[src/rtl/uart_upstream_scheduler.sv]
// uart_upstream_scheduler
//   Round-robin scheduler sharing one upstream UART TX among NCH channel RX FIFOs.
//   The granted channel's show-ahead FIFO is drained into a local payload buffer.
//   Gathering stops when the buffer is full, or after GAP_CYC idle cycles once at
//   least one byte is held. The payload then goes out as one frame:
//     24 43 54 46 | LEN | CH | data[LEN] | CRC0 | CRC1 | FE
//   CRC is the 16-bit sum of LEN, CH and the data bytes, sent low byte first.
// Ports
//   clk, rst_n            clock, asynchronous active-low reset
//   en_mask[NCH]          channel may be granted
//   ch_empty[NCH]         per-channel FIFO empty
//   ch_rd_data[NCH*8]     FIFO head bytes, channel i at [8i+7:8i]
//   ch_rd_en[NCH]         one-hot pop strobe, GATHER only
//   tx_data/valid/ready   byte stream to the UART TX, transfer = valid & ready
//   busy, grant_id        grant in progress and granted channel index
//   frame_done            1-cycle pulse after the END byte is accepted
module uart_upstream_scheduler #(
   parameter int unsigned NCH         = 20,
   parameter int unsigned MAX_PAYLOAD = 16,
   parameter int unsigned GAP_CYC     = 1024,
   parameter logic [7:0]  CH_BASE     = 8'h11
) (
   input  logic             clk,
   input  logic             rst_n,
   input  logic [NCH-1:0]   en_mask,
   input  logic [NCH-1:0]   ch_empty,
   input  logic [NCH*8-1:0] ch_rd_data,
   output logic [NCH-1:0]   ch_rd_en,
   output logic [7:0]       tx_data,
   output logic             tx_valid,
   input  logic             tx_ready,
   output logic             busy,
   output logic [4:0]       grant_id,
   output logic             frame_done
);

   localparam int unsigned CW = $clog2(MAX_PAYLOAD + 1);
   localparam int unsigned GW = $clog2(GAP_CYC + 1);
   localparam int unsigned IW = (MAX_PAYLOAD > 1) ? $clog2(MAX_PAYLOAD) : 1;

   typedef enum logic [3:0] {
      StIdle, StGather, StHdr0, StHdr1, StHdr2, StHdr3,
      StLen, StCh, StData, StCrc0, StCrc1, StEnd
   } state_e;

   state_e          state_q, state_d;
   logic [4:0]      ptr_q, ptr_d;
   logic [4:0]      grant_id_q, grant_id_d;
   logic            busy_q, busy_d;
   logic            frame_done_q, frame_done_d;
   logic            tx_valid_q, tx_valid_d;
   logic [7:0]      tx_data_q, tx_data_d;
   logic [CW-1:0]   cnt_q, cnt_d;
   logic [GW-1:0]   gap_q, gap_d;
   logic [15:0]     sum_q, sum_d;
   logic [IW-1:0]   idx_q, idx_d;
   logic [7:0]      pay_q [MAX_PAYLOAD];
   logic [7:0]      pay_d [MAX_PAYLOAD];

   logic [NCH-1:0]  req;
   logic            found;
   logic [4:0]      pick;
   int unsigned     cand;
   logic [7:0]      head;
   logic [7:0]      ch_byte;
   logic [15:0]     crc;
   logic            tx_fire;

   always_comb begin
      req      = ~ch_empty & en_mask;
      found    = 1'b0;
      pick     = '0;
      cand     = 0;
      // First requester at or after the pointer, wrapping modulo NCH.
      for (int unsigned off = 0; off < NCH; off++) begin
         cand = int'(ptr_q) + off;
         if (cand >= NCH) cand = cand - NCH;
         if (!found && req[cand]) begin
            found = 1'b1;
            pick  = 5'(cand);
         end
      end

      head    = ch_rd_data[int'(grant_id_q)*8 +: 8];
      ch_byte = CH_BASE + 8'(grant_id_q);
      crc     = sum_q + 16'(cnt_q) + 16'(ch_byte);
      tx_fire = tx_valid_q & tx_ready;

      state_d      = state_q;
      ptr_d        = ptr_q;
      grant_id_d   = grant_id_q;
      busy_d       = busy_q;
      frame_done_d = 1'b0;
      cnt_d        = cnt_q;
      gap_d        = gap_q;
      sum_d        = sum_q;
      idx_d        = idx_q;
      pay_d        = pay_q;
      ch_rd_en     = '0;

      unique case (state_q)
         StIdle: begin
            if (found) begin
               grant_id_d = pick;
               busy_d     = 1'b1;
               cnt_d      = '0;
               gap_d      = '0;
               sum_d      = '0;
               state_d    = StGather;
            end
         end
         StGather: begin
            if (cnt_q == CW'(MAX_PAYLOAD)) begin
               state_d = StHdr0;
            end else if (gap_q == GW'(GAP_CYC) && cnt_q != '0) begin
               state_d = StHdr0;
            end else if (!ch_empty[grant_id_q]) begin
               ch_rd_en[grant_id_q]  = 1'b1;
               pay_d[cnt_q[IW-1:0]] = head;
               cnt_d                = cnt_q + CW'(1);
               sum_d                = sum_q + 16'(head);
               gap_d                = '0;
            end else if (gap_q != GW'(GAP_CYC)) begin
               // Saturate so a stalled empty FIFO never wraps the counter.
               gap_d = gap_q + GW'(1);
            end
         end
         StHdr0: if (tx_fire) state_d = StHdr1;
         StHdr1: if (tx_fire) state_d = StHdr2;
         StHdr2: if (tx_fire) state_d = StHdr3;
         StHdr3: if (tx_fire) state_d = StLen;
         StLen:  if (tx_fire) state_d = StCh;
         StCh: begin
            if (tx_fire) begin
               idx_d   = '0;
               state_d = StData;
            end
         end
         StData: begin
            if (tx_fire) begin
               if (CW'(idx_q) == cnt_q - CW'(1)) state_d = StCrc0;
               else idx_d = idx_q + IW'(1);
            end
         end
         StCrc0: if (tx_fire) state_d = StCrc1;
         StCrc1: if (tx_fire) state_d = StEnd;
         StEnd: begin
            if (tx_fire) begin
               frame_done_d = 1'b1;
               busy_d       = 1'b0;
               ptr_d        = (grant_id_q == 5'(NCH - 1)) ? 5'd0 : grant_id_q + 5'd1;
               cnt_d        = '0;
               sum_d        = '0;
               gap_d        = '0;
               state_d      = StIdle;
            end
         end
         default: state_d = StIdle;
      endcase

      // Outputs are registered from the next state so tx_data holds while stalled.
      tx_valid_d = 1'b1;
      tx_data_d  = 8'h00;
      unique case (state_d)
         StHdr0:  tx_data_d = 8'h24;
         StHdr1:  tx_data_d = 8'h43;
         StHdr2:  tx_data_d = 8'h54;
         StHdr3:  tx_data_d = 8'h46;
         StLen:   tx_data_d = 8'(cnt_d);
         StCh:    tx_data_d = ch_byte;
         StData:  tx_data_d = pay_q[idx_d];
         StCrc0:  tx_data_d = crc[7:0];
         StCrc1:  tx_data_d = crc[15:8];
         StEnd:   tx_data_d = 8'hFE;
         default: tx_valid_d = 1'b0;
      endcase
   end

   always_ff @(posedge clk or negedge rst_n) begin
      if (!rst_n) begin
         state_q      <= StIdle;
         ptr_q        <= '0;
         grant_id_q   <= '0;
         busy_q       <= 1'b0;
         frame_done_q <= 1'b0;
         tx_valid_q   <= 1'b0;
         tx_data_q    <= '0;
         cnt_q        <= '0;
         gap_q        <= '0;
         sum_q        <= '0;
         idx_q        <= '0;
      end else begin
         state_q      <= state_d;
         ptr_q        <= ptr_d;
         grant_id_q   <= grant_id_d;
         busy_q       <= busy_d;
         frame_done_q <= frame_done_d;
         tx_valid_q   <= tx_valid_d;
         tx_data_q    <= tx_data_d;
         cnt_q        <= cnt_d;
         gap_q        <= gap_d;
         sum_q        <= sum_d;
         idx_q        <= idx_d;
      end
   end

   // Payload storage carries no reset; it is always written before being read.
   always_ff @(posedge clk) begin
      pay_q <= pay_d;
   end

   assign tx_data    = tx_data_q;
   assign tx_valid   = tx_valid_q;
   assign busy       = busy_q;
   assign grant_id   = grant_id_q;
   assign frame_done = frame_done_q;

endmodule
[config.mk]
export PLATFORM = sky130hd
export DESIGN_NAME = uart_upstream_scheduler
export DESIGN_NICKNAME = d
export VERILOG_FILES = /design/src/rtl/uart_upstream_scheduler.sv
export SDC_FILE = /design/constraint.sdc
export NUM_CORES = 1
export LEC_CHECK = 0
export BUFFER_PORTS_ARGS = -buffer_cell sky130_fd_sc_hd__buf_4
export CORE_UTILIZATION = 38
export DETAILED_ROUTE_END_ITERATION = 6
export PLACE_DENSITY = 0.59
export SLEW_MARGIN = 30
export SYNTH_ARGS = -nofsm -noshare
export SYNTH_HDL_FRONTEND = slang
export SYNTH_SLANG_ARGS = --single-unit
export TNS_END_PERCENT = 20
[constraint.sdc]
create_clock -name clk -period 13.2 [get_ports clk]
set_input_delay 0.66 -clock clk [delete_from_list [all_inputs] [get_ports clk]]
set_output_delay 0.66 -clock clk [all_outputs]
set_load 0.005 [all_outputs]
==> metrics <==
ys async rst share 32.28%; min Tclk post-route 6888 ps; setup skew after layout 14.27 ps; WHS 320.5 ps; RSZ-0062 raised after global routing false; Sw Pwr 2.961 mW; critical path class reg2reg; Hold Fails Final Rpt 0; drt pass-1 iters 6; CTS-repair resized insts 0; Slew headroom 29.63%; CTS tree yes; crit-path max FO 35; CP Launch Type flip-flop; die width 216.5 um; fmax 0.1452 GHz; crit end category flip-flop; Seq pwr share 16.5%; register area share after synthesis 30.71%; fillers 4380; status finished, final reports clean; WP data required 13530 ps; die area 46880 um2; first-pass GRT wire length 96740 um; syn_nets 2142; clk sinks 189; count of state elements after synthesis 189; total negative setup slack 0 ps; largest net degree at the start of global routing 62; via count 16440; switching part of the total 53.53%; worst min-delay path class in2async; EDFF count, synth 128; via count of the first global-routing pass 15950; maxcap violations 0; clock-pin slew on the worst setup and hold paths 80 ps; Worst R2R Setup Slack 6310 ps; Yosys warning count 0; most frequent cells in the layout buf_4 (271), nand2_1 (164), nor2_1 (134), edfxtp_1 (128), mux2i_1 (106); clock buffer depth 2; post-synthesis cell count 1859; DP Wirelength 48750 um; hold buffer count at cts 0; CTS Root Cell clkbuf_16; Power Total 5.532 mW; synth-to-layout area growth 16.78%; DRT Wirelength 63740 um; beginning of the critical path ptr_q[1]; initial antenna violation count 2; r2r endpoint tx_data[6]; Final Max Slew Viols 0; Pleak 8.125 nW; ANT nets after route 0; layout cell share with drive strength beyond 1 22.47%; core box area 45380 um2; worst skew pair latency 450 ps; final cell count without fillers 2653; Critical Path AT 7220 ps; Syn Std Cell Area 17490 um2; worst slew pin tran 1052 ps; Site Rows 78; cell count after placement 2620; DRC 0; Cell Pwr Density 270.9 nW/um2; drt initial violations 1562; vias per cell 6.195; aggregate global routing overflow 0; leading cell type in the layout, fill and taps excluded buf_4; Cell Int Power 2.570 mW; final worst-path cycle share 52.18%; Total Nets Final 2322; Port Buffers 238; Util after Layout 45.00%; total I/O pin count 239; combinational fraction of design power 73.8%; gpl congestion 1.035; reg-to-reg startpoint ptr_q[1]; Initial Util 38.53%; Num CTS Buffers 17; Post-CTS Setup Bufs 0; Global Route Usage Sum 26.93%; Clock power frac 9.7%; Max VDD drop 0.1646 mV; R2R depth 18; endpoints failing setup 0; syn avg cell area 9.407 um2; top_reg_cell synth edfxtp_1; Yosys cell types 101; Die H 216.5 um; DR WL/cell 24.03 um; CTS H-tree lvls 4
-- kinds of logic (layout without fill, tap and decap cells) --
family          count (synthesis)  after routing  synth area share, %
flops                         189            189                30.71
fa+ha+maj                      80             80                6.025
other cells                     0              1                    0
simple gates                  649            649                19.19
xor+xnor                       68             68                3.706
buf+inv                       189            382                4.529
mux                           197            197                16.05
compound gates                487            487                19.79
-- registers in the layout (all words and copies together) (netlist names) --
name and count:
cnt_q 5, tx_valid 1, sum_q 16, pay_q 128, gap_q 11, busy 1, idx_q 4, tx_data 8
state_q 4, frame_done 1, grant_id 5, ptr_q 5
-- stage by stage --
step / worst slack (ps) / instance area, um2
6_report: 6312 / 20420
5_1_grt: 5871 / 20420
3_3_place_gp: 6448 / 19790
4_1_cts: 6410 / 20420
2_1_floorplan: 8022 / 17490
3_5_place_dp: 6436 / 19810
-- area by class of cell --
class                   count  area, um2  share of cell area, %
multi-input cells        1481      11350                  55.60
flip-flops and latches    189       5375                  26.32
repair buffers            271       2034                  9.963
well taps                 600      750.7                  3.676
clock buffers              17      425.4                  2.083
inverters                  79      299.0                  1.464
clock inverters            15      180.2                 0.8823
diodes                      1      2.502                0.01225
-- worst max path at each step --
stage,slack [ps],cells past startpoint,endpoint
detailed placement,6440,18,tx_data[6]
floorplan,8020,21,tx_data[6]
finish,6310,18,tx_data[6]
global route,5870,18,tx_data[6]
CTS,6410,18,tx_data[6]
global placement,6450,18,gap_q[10]
-- Yosys cell counts, drive strengths merged, types with 8 or more instances --
master | count | area share, %
a211o | 11 | 0.55
a211oi | 33 | 1.5
a21o | 15 | 0.64
a21oi | 90 | 2.6
a22oi | 19 | 0.82
a31o | 13 | 0.65
a31oi | 32 | 1.1
and2 | 17 | 0.61
and3 | 26 | 0.96
and3b | 8 | 0.40
buf | 55 | 1.6
clkbuf | 55 | 1.2
dfrtp | 61 | 8.7
edfxtp | 128 | 22
ha | 73 | 5.2
inv | 77 | 1.7
mux2 | 27 | 1.7
mux2i | 106 | 6.1
mux4 | 64 | 8.2
nand2 | 164 | 3.5
nand2b | 35 | 1.3
nand3 | 59 | 1.7
nand3b | 10 | 0.43
nand4 | 23 | 0.82
nor2 | 134 | 2.9
nor2b | 38 | 1.4
nor3 | 46 | 1.4
nor3b | 14 | 0.60
nor4 | 15 | 0.54
nor4b | 10 | 0.54
o211ai | 20 | 0.89
o21a | 16 | 0.69
o21ai | 68 | 1.9
o21bai | 10 | 0.43
o22ai | 27 | 1.0
o31a | 10 | 0.50
o31ai | 14 | 0.60
o32ai | 10 | 0.50
or2 | 13 | 0.47
or3 | 13 | 0.47
xnor2 | 38 | 2.2
xor2 | 30 | 1.5
-- metal layers --
layer / global-route usage, % / up-vias / routed length [um]
met2: 42.47 / 868 / 29190
li1: - / 7485 / -
met5: 0 / - / 0
met3: 3.832 / 115 / 4575
met1: 37.12 / 7968 / 27500
met4: 10.68 / 0 / 2476
-- worst max-delay path, stage by stage, from the launching register on --
cell and delay (ps):
dfrtp_1 330, buf_4 400, ha_1 860, xnor2_4 290, inv_1 130, ha_1 250
nand3b_1 220, a211o_1 410, o311ai_1 560, mux2_2 400, a31oi_1 410, nand3_1 240
nor4b_2 260, buf_4 280, nand3_2 270, o22ai_2 640, inv_1 350, o221ai_1 280
a32oi_1 130
-- power groups by stage --
| stage | Clock, mW | Sequential, mW | Combinational [mW] |
|---|---|---|---|
| global route | 0.561 | 0.925 | 4.38 |
| global placement | 0 | 0.923 | 3.94 |
| detailed placement | 0 | 0.925 | 3.97 |
| finish | 0.534 | 0.913 | 4.08 |
| floorplan | 0 | 0.885 | 2.80 |
| CTS | 0.538 | 0.912 | 3.99 |
No activity file was read; power rests on OpenSTA's default activity.
